[config.mk]
export PLATFORM = sky130hd
export DESIGN_NAME = urv_dm_wb_bridge
export DESIGN_NICKNAME = d
export VERILOG_FILES = /design/src/rtl/urv_dm_wb_bridge.sv
export SDC_FILE = /design/constraint.sdc
export NUM_CORES = 1
export LEC_CHECK = 0
export ABC_AREA = 0
export CORE_MARGIN = 5
export CORE_UTILIZATION = 29
export DETAILED_ROUTE_END_ITERATION = 8
export DONT_BUFFER_PORTS = 1
export PLACE_DENSITY = 0.5
export SETUP_SLACK_MARGIN = 0.2
export SLEW_MARGIN = 20
export SYNTH_ARGS = -nofsm -noshare
export SYNTH_HDL_FRONTEND = slang
export SYNTH_SLANG_ARGS = --single-unit
[constraint.sdc]
create_clock -name clk_i -period 4.3 [get_ports clk_i]
set_input_delay 0.43 -clock clk_i [delete_from_list [all_inputs] [get_ports clk_i]]
set_output_delay 0.43 -clock clk_i [all_outputs]
set_load 0.005 [all_outputs]
[src/rtl/urv_dm_wb_bridge.sv]
// urv_dm_wb_bridge
//
// Bridges the uRV CPU data-memory port to a pipelined-mode Wishbone master.
// Only one access is outstanding at a time. A load or store pulse seen in
// IDLE is latched and presented on the bus. The strobe is held while the
// slave stalls. The access completes on ack or err. A one-cycle done pulse
// (load or store) is then returned to the CPU. bus_err_o pulses alongside
// the done pulse when the access ends in error.
//
// Optional feature: define URV_DM_TIMEOUT_EN to enable a bus timeout. With
// the timeout, an access that sees no ack/err for g_timeout_cycles bus
// cycles is forced to complete as an error. Without it, the bridge waits
// indefinitely and g_timeout_cycles is unused.
//
// Ports
//   clk_i              single clock, rising edge
//   rst_i              synchronous active-high reset
//   dm_addr_i          CPU data address (valid with dm_load_i/dm_store_i)
//   dm_data_s_i        CPU store data
//   dm_data_select_i   CPU byte lane select
//   dm_load_i          one-cycle load request pulse
//   dm_store_i         one-cycle store request pulse (wins over a load)
//   dm_data_l_o        load data, held until the next load completes
//   dm_load_done_o     one-cycle load completion pulse
//   dm_store_done_o    one-cycle store completion pulse
//   wb_adr_o           Wishbone address (registered)
//   wb_dat_o           Wishbone write data (registered)
//   wb_sel_o           Wishbone byte select (registered)
//   wb_cyc_o           Wishbone cycle (registered)
//   wb_stb_o           Wishbone strobe (registered)
//   wb_we_o            Wishbone write enable (registered)
//   wb_dat_i           Wishbone read data
//   wb_ack_i           Wishbone acknowledge
//   wb_err_i           Wishbone error
//   wb_stall_i         Wishbone pipelined stall
//   bus_err_o          one-cycle pulse when an access ends in error/timeout

module urv_dm_wb_bridge #(
  parameter int unsigned g_timeout_cycles = 255
) (
  input  logic        clk_i,
  input  logic        rst_i,

  input  logic [31:0] dm_addr_i,
  input  logic [31:0] dm_data_s_i,
  input  logic [3:0]  dm_data_select_i,
  input  logic        dm_load_i,
  input  logic        dm_store_i,
  output logic [31:0] dm_data_l_o,
  output logic        dm_load_done_o,
  output logic        dm_store_done_o,

  output logic [31:0] wb_adr_o,
  output logic [31:0] wb_dat_o,
  output logic [3:0]  wb_sel_o,
  output logic        wb_cyc_o,
  output logic        wb_stb_o,
  output logic        wb_we_o,
  input  logic [31:0] wb_dat_i,
  input  logic        wb_ack_i,
  input  logic        wb_err_i,
  input  logic        wb_stall_i,

  output logic        bus_err_o
);

  localparam logic [1:0] StIdle = 2'd0;
  localparam logic [1:0] StReq  = 2'd1;
  localparam logic [1:0] StWait = 2'd2;

  logic [1:0]  state_q, state_d;
  logic        cyc_q, cyc_d;
  logic        stb_q, stb_d;
  logic        we_q, we_d;
  logic [31:0] adr_q, adr_d;
  logic [31:0] dat_q, dat_d;
  logic [3:0]  sel_q, sel_d;
  logic [31:0] data_l_q, data_l_d;
  logic        load_done_q, load_done_d;
  logic        store_done_q, store_done_d;
  logic        bus_err_q, bus_err_d;

  logic        busy;
  logic        start;
  logic        resp_valid;
  logic        resp;
  logic        timeout_hit;
  logic        finish;
  logic        finish_err;

  // A bus access is in flight in REQ and WAIT.
  assign busy  = (state_q == StReq) || (state_q == StWait);
  assign start = (state_q == StIdle) && (dm_store_i || dm_load_i);

  // ack/err only count once the strobe has been accepted (or in WAIT).
  assign resp_valid = (state_q == StWait) || ((state_q == StReq) && !wb_stall_i);
  assign resp       = resp_valid && (wb_ack_i || wb_err_i);

`ifdef URV_DM_TIMEOUT_EN
  localparam int unsigned CntW = (g_timeout_cycles > 1) ? $clog2(g_timeout_cycles + 1) : 1;
  localparam logic [CntW-1:0] CntLast = CntW'(g_timeout_cycles - 1);

  logic [CntW-1:0] cnt_q, cnt_d;

  // cnt_q counts bus cycles already elapsed in this access; the hit fires in
  // the last allowed cycle so the access ends after exactly g_timeout_cycles.
  always_comb begin
    cnt_d = cnt_q;
    if (start) begin
      cnt_d = '0;
    end else if (busy) begin
      cnt_d = cnt_q + 1'b1;
    end
  end

  assign timeout_hit = busy && (cnt_q == CntLast);

  always_ff @(posedge clk_i) begin
    if (rst_i) begin
      cnt_q <= '0;
    end else begin
      cnt_q <= cnt_d;
    end
  end
`else
  assign timeout_hit = 1'b0;
`endif

  // A real ack in the same cycle as the timeout still counts as success.
  assign finish     = busy && (resp || timeout_hit);
  assign finish_err = (resp && wb_err_i) || (timeout_hit && !resp);

  always_comb begin
    state_d      = state_q;
    cyc_d        = cyc_q;
    stb_d        = stb_q;
    we_d         = we_q;
    adr_d        = adr_q;
    dat_d        = dat_q;
    sel_d        = sel_q;
    data_l_d     = data_l_q;
    load_done_d  = 1'b0;
    store_done_d = 1'b0;
    bus_err_d    = 1'b0;

    unique case (state_q)
      StIdle: begin
        if (start) begin
          state_d = StReq;
          cyc_d   = 1'b1;
          stb_d   = 1'b1;
          we_d    = dm_store_i;
          adr_d   = dm_addr_i;
          dat_d   = dm_data_s_i;
          sel_d   = dm_data_select_i;
        end
      end
      StReq: begin
        if (!wb_stall_i) begin
          state_d = StWait;
          stb_d   = 1'b0;
        end
      end
      StWait: begin
      end
      default: begin
        state_d = StIdle;
        cyc_d   = 1'b0;
        stb_d   = 1'b0;
      end
    endcase

    // Completion overrides the REQ -> WAIT step above.
    if (finish) begin
      state_d      = StIdle;
      cyc_d        = 1'b0;
      stb_d        = 1'b0;
      load_done_d  = !we_q;
      store_done_d = we_q;
      bus_err_d    = finish_err;
      if (!we_q) begin
        data_l_d = finish_err ? 32'h0 : wb_dat_i;
      end
    end
  end

  always_ff @(posedge clk_i) begin
    if (rst_i) begin
      state_q      <= StIdle;
      cyc_q        <= 1'b0;
      stb_q        <= 1'b0;
      we_q         <= 1'b0;
      adr_q        <= 32'h0;
      dat_q        <= 32'h0;
      sel_q        <= 4'h0;
      data_l_q     <= 32'h0;
      load_done_q  <= 1'b0;
      store_done_q <= 1'b0;
      bus_err_q    <= 1'b0;
    end else begin
      state_q      <= state_d;
      cyc_q        <= cyc_d;
      stb_q        <= stb_d;
      we_q         <= we_d;
      adr_q        <= adr_d;
      dat_q        <= dat_d;
      sel_q        <= sel_d;
      data_l_q     <= data_l_d;
      load_done_q  <= load_done_d;
      store_done_q <= store_done_d;
      bus_err_q    <= bus_err_d;
    end
  end

  assign wb_cyc_o        = cyc_q;
  assign wb_stb_o        = stb_q;
  assign wb_we_o         = we_q;
  assign wb_adr_o        = adr_q;
  assign wb_dat_o        = dat_q;
  assign wb_sel_o        = sel_q;
  assign dm_data_l_o     = data_l_q;
  assign dm_load_done_o  = load_done_q;
  assign dm_store_done_o = store_done_q;
  assign bus_err_o       = bus_err_q;

endmodule
# Word level (Yosys, flattened, before mapping)
# Index checks and enable logic that the tools add are counted.
op_classes:
  add_sub_neg: 0
  n_mul: 0
  div_mod_pow: 0
  n_lt_le_gt_ge: 0
  n_eq_ne: 4
  n_shift: 0
  muxes: 8
  n_bitwise: 4
  reduce_logical: 19
ops:
  columns: ["cell", "n"]
  rows:
  - ["two-way mux 32 bit", 1]
  - ["case mux 2 bit (3 select lines)", 1]
  - ["AND reduction 2 bit", 3]
  - ["OR reduction 2 bit", 3]
  - ["logical AND 1 bit", 5]
  - ["logical OR 1 bit", 4]
  - ["two-way mux 2 bit", 2]
  - ["!= test 2 bit (second input constant)", 2]
  - ["NOT 1 bit", 4]
  - ["case mux 1 bit (3 select lines)", 1]
  - ["AND reduction 3 bit", 1]
  - ["equality test 2 x 1 -> 1 bit (second input constant)", 1]
  - ["equality test 2 bit (second input constant)", 1]
  - ["zero test 1 bit", 2]
  - ["zero test 2 bit", 1]
  - ["two-way mux 1 bit", 2]
  - ["case mux 1 bit (2 select lines)", 1]
totals:
  regBits: 108
  latch_bits: 0
  mem_bits_rw: 0
  romBits: 0
  input_bits: 107
  out_inout_bits: 106
  word_cells: 46
  n_memories: 0

# Logic depth before layout (Yosys ltp)
depth:
  ltp_word: 7
  depth_mapped: 7
  ltp_nobuf: 5

# Least setup slack after synthesis
# OpenSTA, ideal clock, no wires.
synth_timing:
  path_type: "register to register"
  start: "register state_q[0]"
  end: "register state_q[1]"
  setup_time_ns: 0.079
  t_arrival_ns: 1.425
  t_required_ns: 4.221
  path_slack_ns: 2.795
  stages_incl_launch_ff: 6
  n_path_buf: 0
  synth_period_minus_slack_ns: 1.505
  cell_sequence: "dfxtp_1 -> inv_1 -> ha_1 -> a21o_1 -> or3b_1 -> a211oi_2"
synth_between:
  elab_chain_len: 6
  word_cells_on_any_way: 15
  cone_classes: "4 x eq/ne; 1 x mux; 1 x bitwise; 9 x reduce/logical"
synth_rtl:
  columns: ["item", "line_no", "rtl"]
  rows:
  - ["from (decl)", "71", "logic [1:0] state_q, state_d;"]
  - ["from (signal assigned)", "189", "state_q <= StIdle;"]
  - ["from (signal assigned)", "201", "state_q <= state_d;"]
  - ["equality test 2 x 1 -> 1 bit", "92, 96, 146", null]
  - ["logical AND 1 bit", "96", "assign resp_valid = (state_q == StWait) || ((state_q == StReq) && !wb_stall_i);"]
  - ["logical OR 1 bit", "96", null]
  - ["logical AND 1 bit", "97", "assign resp = resp_valid && (wb_ack_i || wb_err_i);"]
  - ["logical AND 1 bit", "130", "assign finish = busy && (resp || timeout_hit);"]
  - ["OR reduction 2 bit (no source line)", null, null]
# Several ways; a longest one is shown, not always the timed one.
# A chain may end at the register's enable or synchronous reset.

# Worst setup path in the final report
layout_timing:
  start: "register state_q[0]"
  end: "register dat_q[30], in the netlist wb_dat_o[30]"
layout_between:
  elab_chain_len: 3
layout_rtl:
  columns: ["item", "line_no", "rtl"]
  rows:
  - ["zero test 2 bit *", "93, 146", null]
  - ["logical AND 1 bit", "93", "assign start = (state_q == StIdle) && (dm_store_i || dm_load_i);"]
  - ["AND reduction 2 bit (no source line) *", null, null]
  - ["to (signal assigned)", "206", "dat_q <= dat_d;"]
  - ["to (decl)", "76", "logic [31:0] dat_q, dat_d;"]
# Every way passes the cells marked *; elsewhere a longest branch is shown, timed or not.

==> flow_metrics.env <==
export IMPL_ir_drop_mv=0.206
export IMPL_holdBufCountCts=0
export IMPL_die_area_um2=15600
export IMPL_antennaDiodeCount=0
export IMPL_worstPathMaxFanout=43
export IMPL_grt_first_pass_wirelength_mm=15.4
export IMPL_syn_num_nets=517
export IMPL_yosys_most_used_dff="dfxtp_1"
export IMPL_num_nets_final=499
export IMPL_hold_class="in2reg"
export IMPL_synth_top_cell_by_area="dfxtp_1"
export IMPL_design_area_um2=4150
export IMPL_cts_tree="done"
export IMPL_ios=213
export IMPL_antenna_left=0
export IMPL_power_frac_seq=0.484
export IMPL_track_usage=0.123
export IMPL_critPathSlowestCell="o21a_2"
export IMPL_cp_start_kind="flop"
export IMPL_endpoint_kind="flop"
export IMPL_post_synth_cell_area_avg_um2=9.41
export IMPL_row_count=42
export IMPL_numPortBuffers=0
export IMPL_clockPowerShare=0.291
export IMPL_status="completed"
export IMPL_dp_hpwl_mm=7.08
export IMPL_worst_pin_slew_ps=993
export IMPL_max_cap_violations=0
export IMPL_p_sw_mw=0.904
export IMPL_path_delay_family="compound AO/OA/AOI/OAI gates"
export IMPL_synth_edf_count=0
export IMPL_grt_antenna_before_repair=0
export IMPL_grt_overflow_total=0
export IMPL_synth_ff_latch_count=107
export IMPL_cts_root_buf="clkbuf_16"
export IMPL_synth_area_leaders="dfxtp_1 (56%), nand2_1 (14%), a21oi_1 (9.0%)"
export IMPL_post_cts_buffers=0
export IMPL_min_period_over_period=0.519
export IMPL_slew_headroom=0.334
export IMPL_criticalPathCategory="reg2reg"
export IMPL_combPwrFrac=0.225
export IMPL_timing_setup_tns_ps=0
export IMPL_skew_ps=10.4
export IMPL_power_density_nw_per_um2=655
export IMPL_grt_max_degree=74
export IMPL_firstDrtPassIters=4
export IMPL_placed_area_um2=3860
export IMPL_async_flop_share=0
export IMPL_core_area_um2=13100
export IMPL_ctsResizeCount=0
export IMPL_cp_slowest_stage_delay_ps=760
export IMPL_finalSetupViolations=0
export IMPL_yosys_warnings=0
export IMPL_drv_slew=0
export IMPL_cts_max_path_buffers=2
export IMPL_cts_sinks=107
export IMPL_arrival_ps=2500
export IMPL_max_freq_ghz=0.448
export IMPL_dieWidth_um=125
export IMPL_initial_core_util=0.292
export IMPL_crit_chain="inv_1 > ha_1 > o21a_2 > buf_4 > nand2_1 > a21oi_1"
export IMPL_chipHeight_um=125
export IMPL_r2r_slack_ps=2070
export IMPL_synthMostInstantiatedCell="nand2_1"
export IMPL_leakagePower_nw=1.61
export IMPL_min_period_ps=2230
export IMPL_syn_cell_area_um2=3820
export IMPL_gp_congestion=0.762
export IMPL_final_util=0.317
export IMPL_first_iter_violations=83
export IMPL_synth_common_cells="nand2_1 (138), dfxtp_1 (107), a21oi_1 (69), a32o_1 (18), a32o_2 (14)"
export IMPL_path_clk_slew_ps=70
export IMPL_synth_cell_type_count=32
export IMPL_htreeDepth=3
export IMPL_hold_slack_ps=158
export IMPL_area_growth_pct=8.55
export IMPL_rsz0062_at_grt="false"
export IMPL_finalHoldViolCount=0
export IMPL_yosys_area_top_type_share=0.561
export IMPL_drt_total_wl_mm=9.92
export IMPL_via_per_inst=4.93
export IMPL_drcViolationCount=0
export IMPL_p_sw_frac=0.333
export IMPL_synthCells=406
export IMPL_grt_pass1_vias=2881
export IMPL_crit_buf_inv=2
export IMPL_wl_per_cell_um=17.5
export IMPL_power_internal_mw=1.81
export IMPL_drive_gt1_frac=0.102
export IMPL_numCtsBuffers=9
export IMPL_cp_required_ps=4570
export IMPL_ys_seq_area_frac=0.561
export IMPL_clk_latency_ps=340
export IMPL_vias=2800
-- kinds of logic (layout without fill, tap and decap cells) --
group                      after synthesis  in the layout  share of synthesized area
AOI/OAI and AO/OA                      115            115                      0.217
adders and majority gates                4              4                     0.0131
buffers and inverters                   34             20                     0.0550
DFF                                    107            107                      0.561
and+or+nand+nor                        146            146                      0.154
-- final cells by class --
type | count | area [µm²]
Fill cell | 1377 | 8940
Sequential cell | 107 | 2140
Multi-Input combinational cell | 265 | 1480
Clock buffer | 10 | 229
Tap cell | 176 | 220
Clock inverter | 5 | 53.8
Timing Repair Buffer | 2 | 15.0
Inverter | 3 | 11.3
-- metal layers --
layer,track usage,vias to the layer above,part of all wire
li1,-,1367,-
met2,0.201,146,0.46
met3,0.0836,10,0.14
met5,0,-,0
met4,0.0406,0,0.011
met1,0.126,1277,0.39
-- flip-flops by register name (all words and copies together), names as in the netlist --
register         count
bus_err_o            1
dm_data_l_o         32
dm_load_done_o       1
dm_store_done_o      1
state_q              2
wb_adr_o            32
wb_cyc_o             1
wb_dat_o            32
wb_sel_o             4
wb_we_o              1
-- per-stage QoR --
step | std cells | setup WS, ps | power [mW]
finish | 568 | 2070 | 2.72
global route | 568 | 1760 | 2.92
CTS | 568 | 2000 | 2.78
detailed placement | 553 | 2030 | 1.97
global placement | 553 | 2130 | 1.94
floorplan | 406 | 2800 | 1.85
-- power groups by stage --
stage	Sequential, mW	Clock (mW)	Combinational (mW)
floorplan	1.29	0	0.560
global placement	1.34	0	0.598
detailed placement	1.35	0	0.625
CTS	1.32	0.829	0.626
global route	1.34	0.870	0.706
finish	1.32	0.790	0.611
-- final timing paths --
check	from	end	cells past startpoint
setup reg to reg	state_q[0]	wb_dat_o[30]	6
setup / recovery	state_q[0]	wb_dat_o[30]	6
hold / removal	rst_i	wb_adr_o[27]	1
hold reg to reg	wb_dat_o[12]	wb_dat_o[12]	2
-- cells in the final DEF (no fill, tap or decap) --
cell type / n
nand2_1: 138
dfxtp_1: 107
a21oi_1: 69
a32o_1: 18
a32o_2: 14
clkbuf_16: 9
ha_1: 4
clkinv_2: 3
inv_1: 2
o21ai_0: 2
o2111a_1: 2
buf_4: 2
o21a_2: 1
o21ai_4: 1
clkinv_1: 1
nor2b_2: 1
o21ba_2: 1
o211ai_4: 1
nor4b_4: 1
o211a_4: 1
a21o_1: 1
nor2_1: 1
o221ai_1: 1
nor3b_1: 1
or3b_1: 1
o221a_2: 1
a211oi_2: 1
o21bai_1: 1
nor3_1: 1
and3_1: 1
and3_2: 1
bufinv_16: 1
clkbuf_1: 1
inv_6: 1
(Power assumes the default switching activity.)
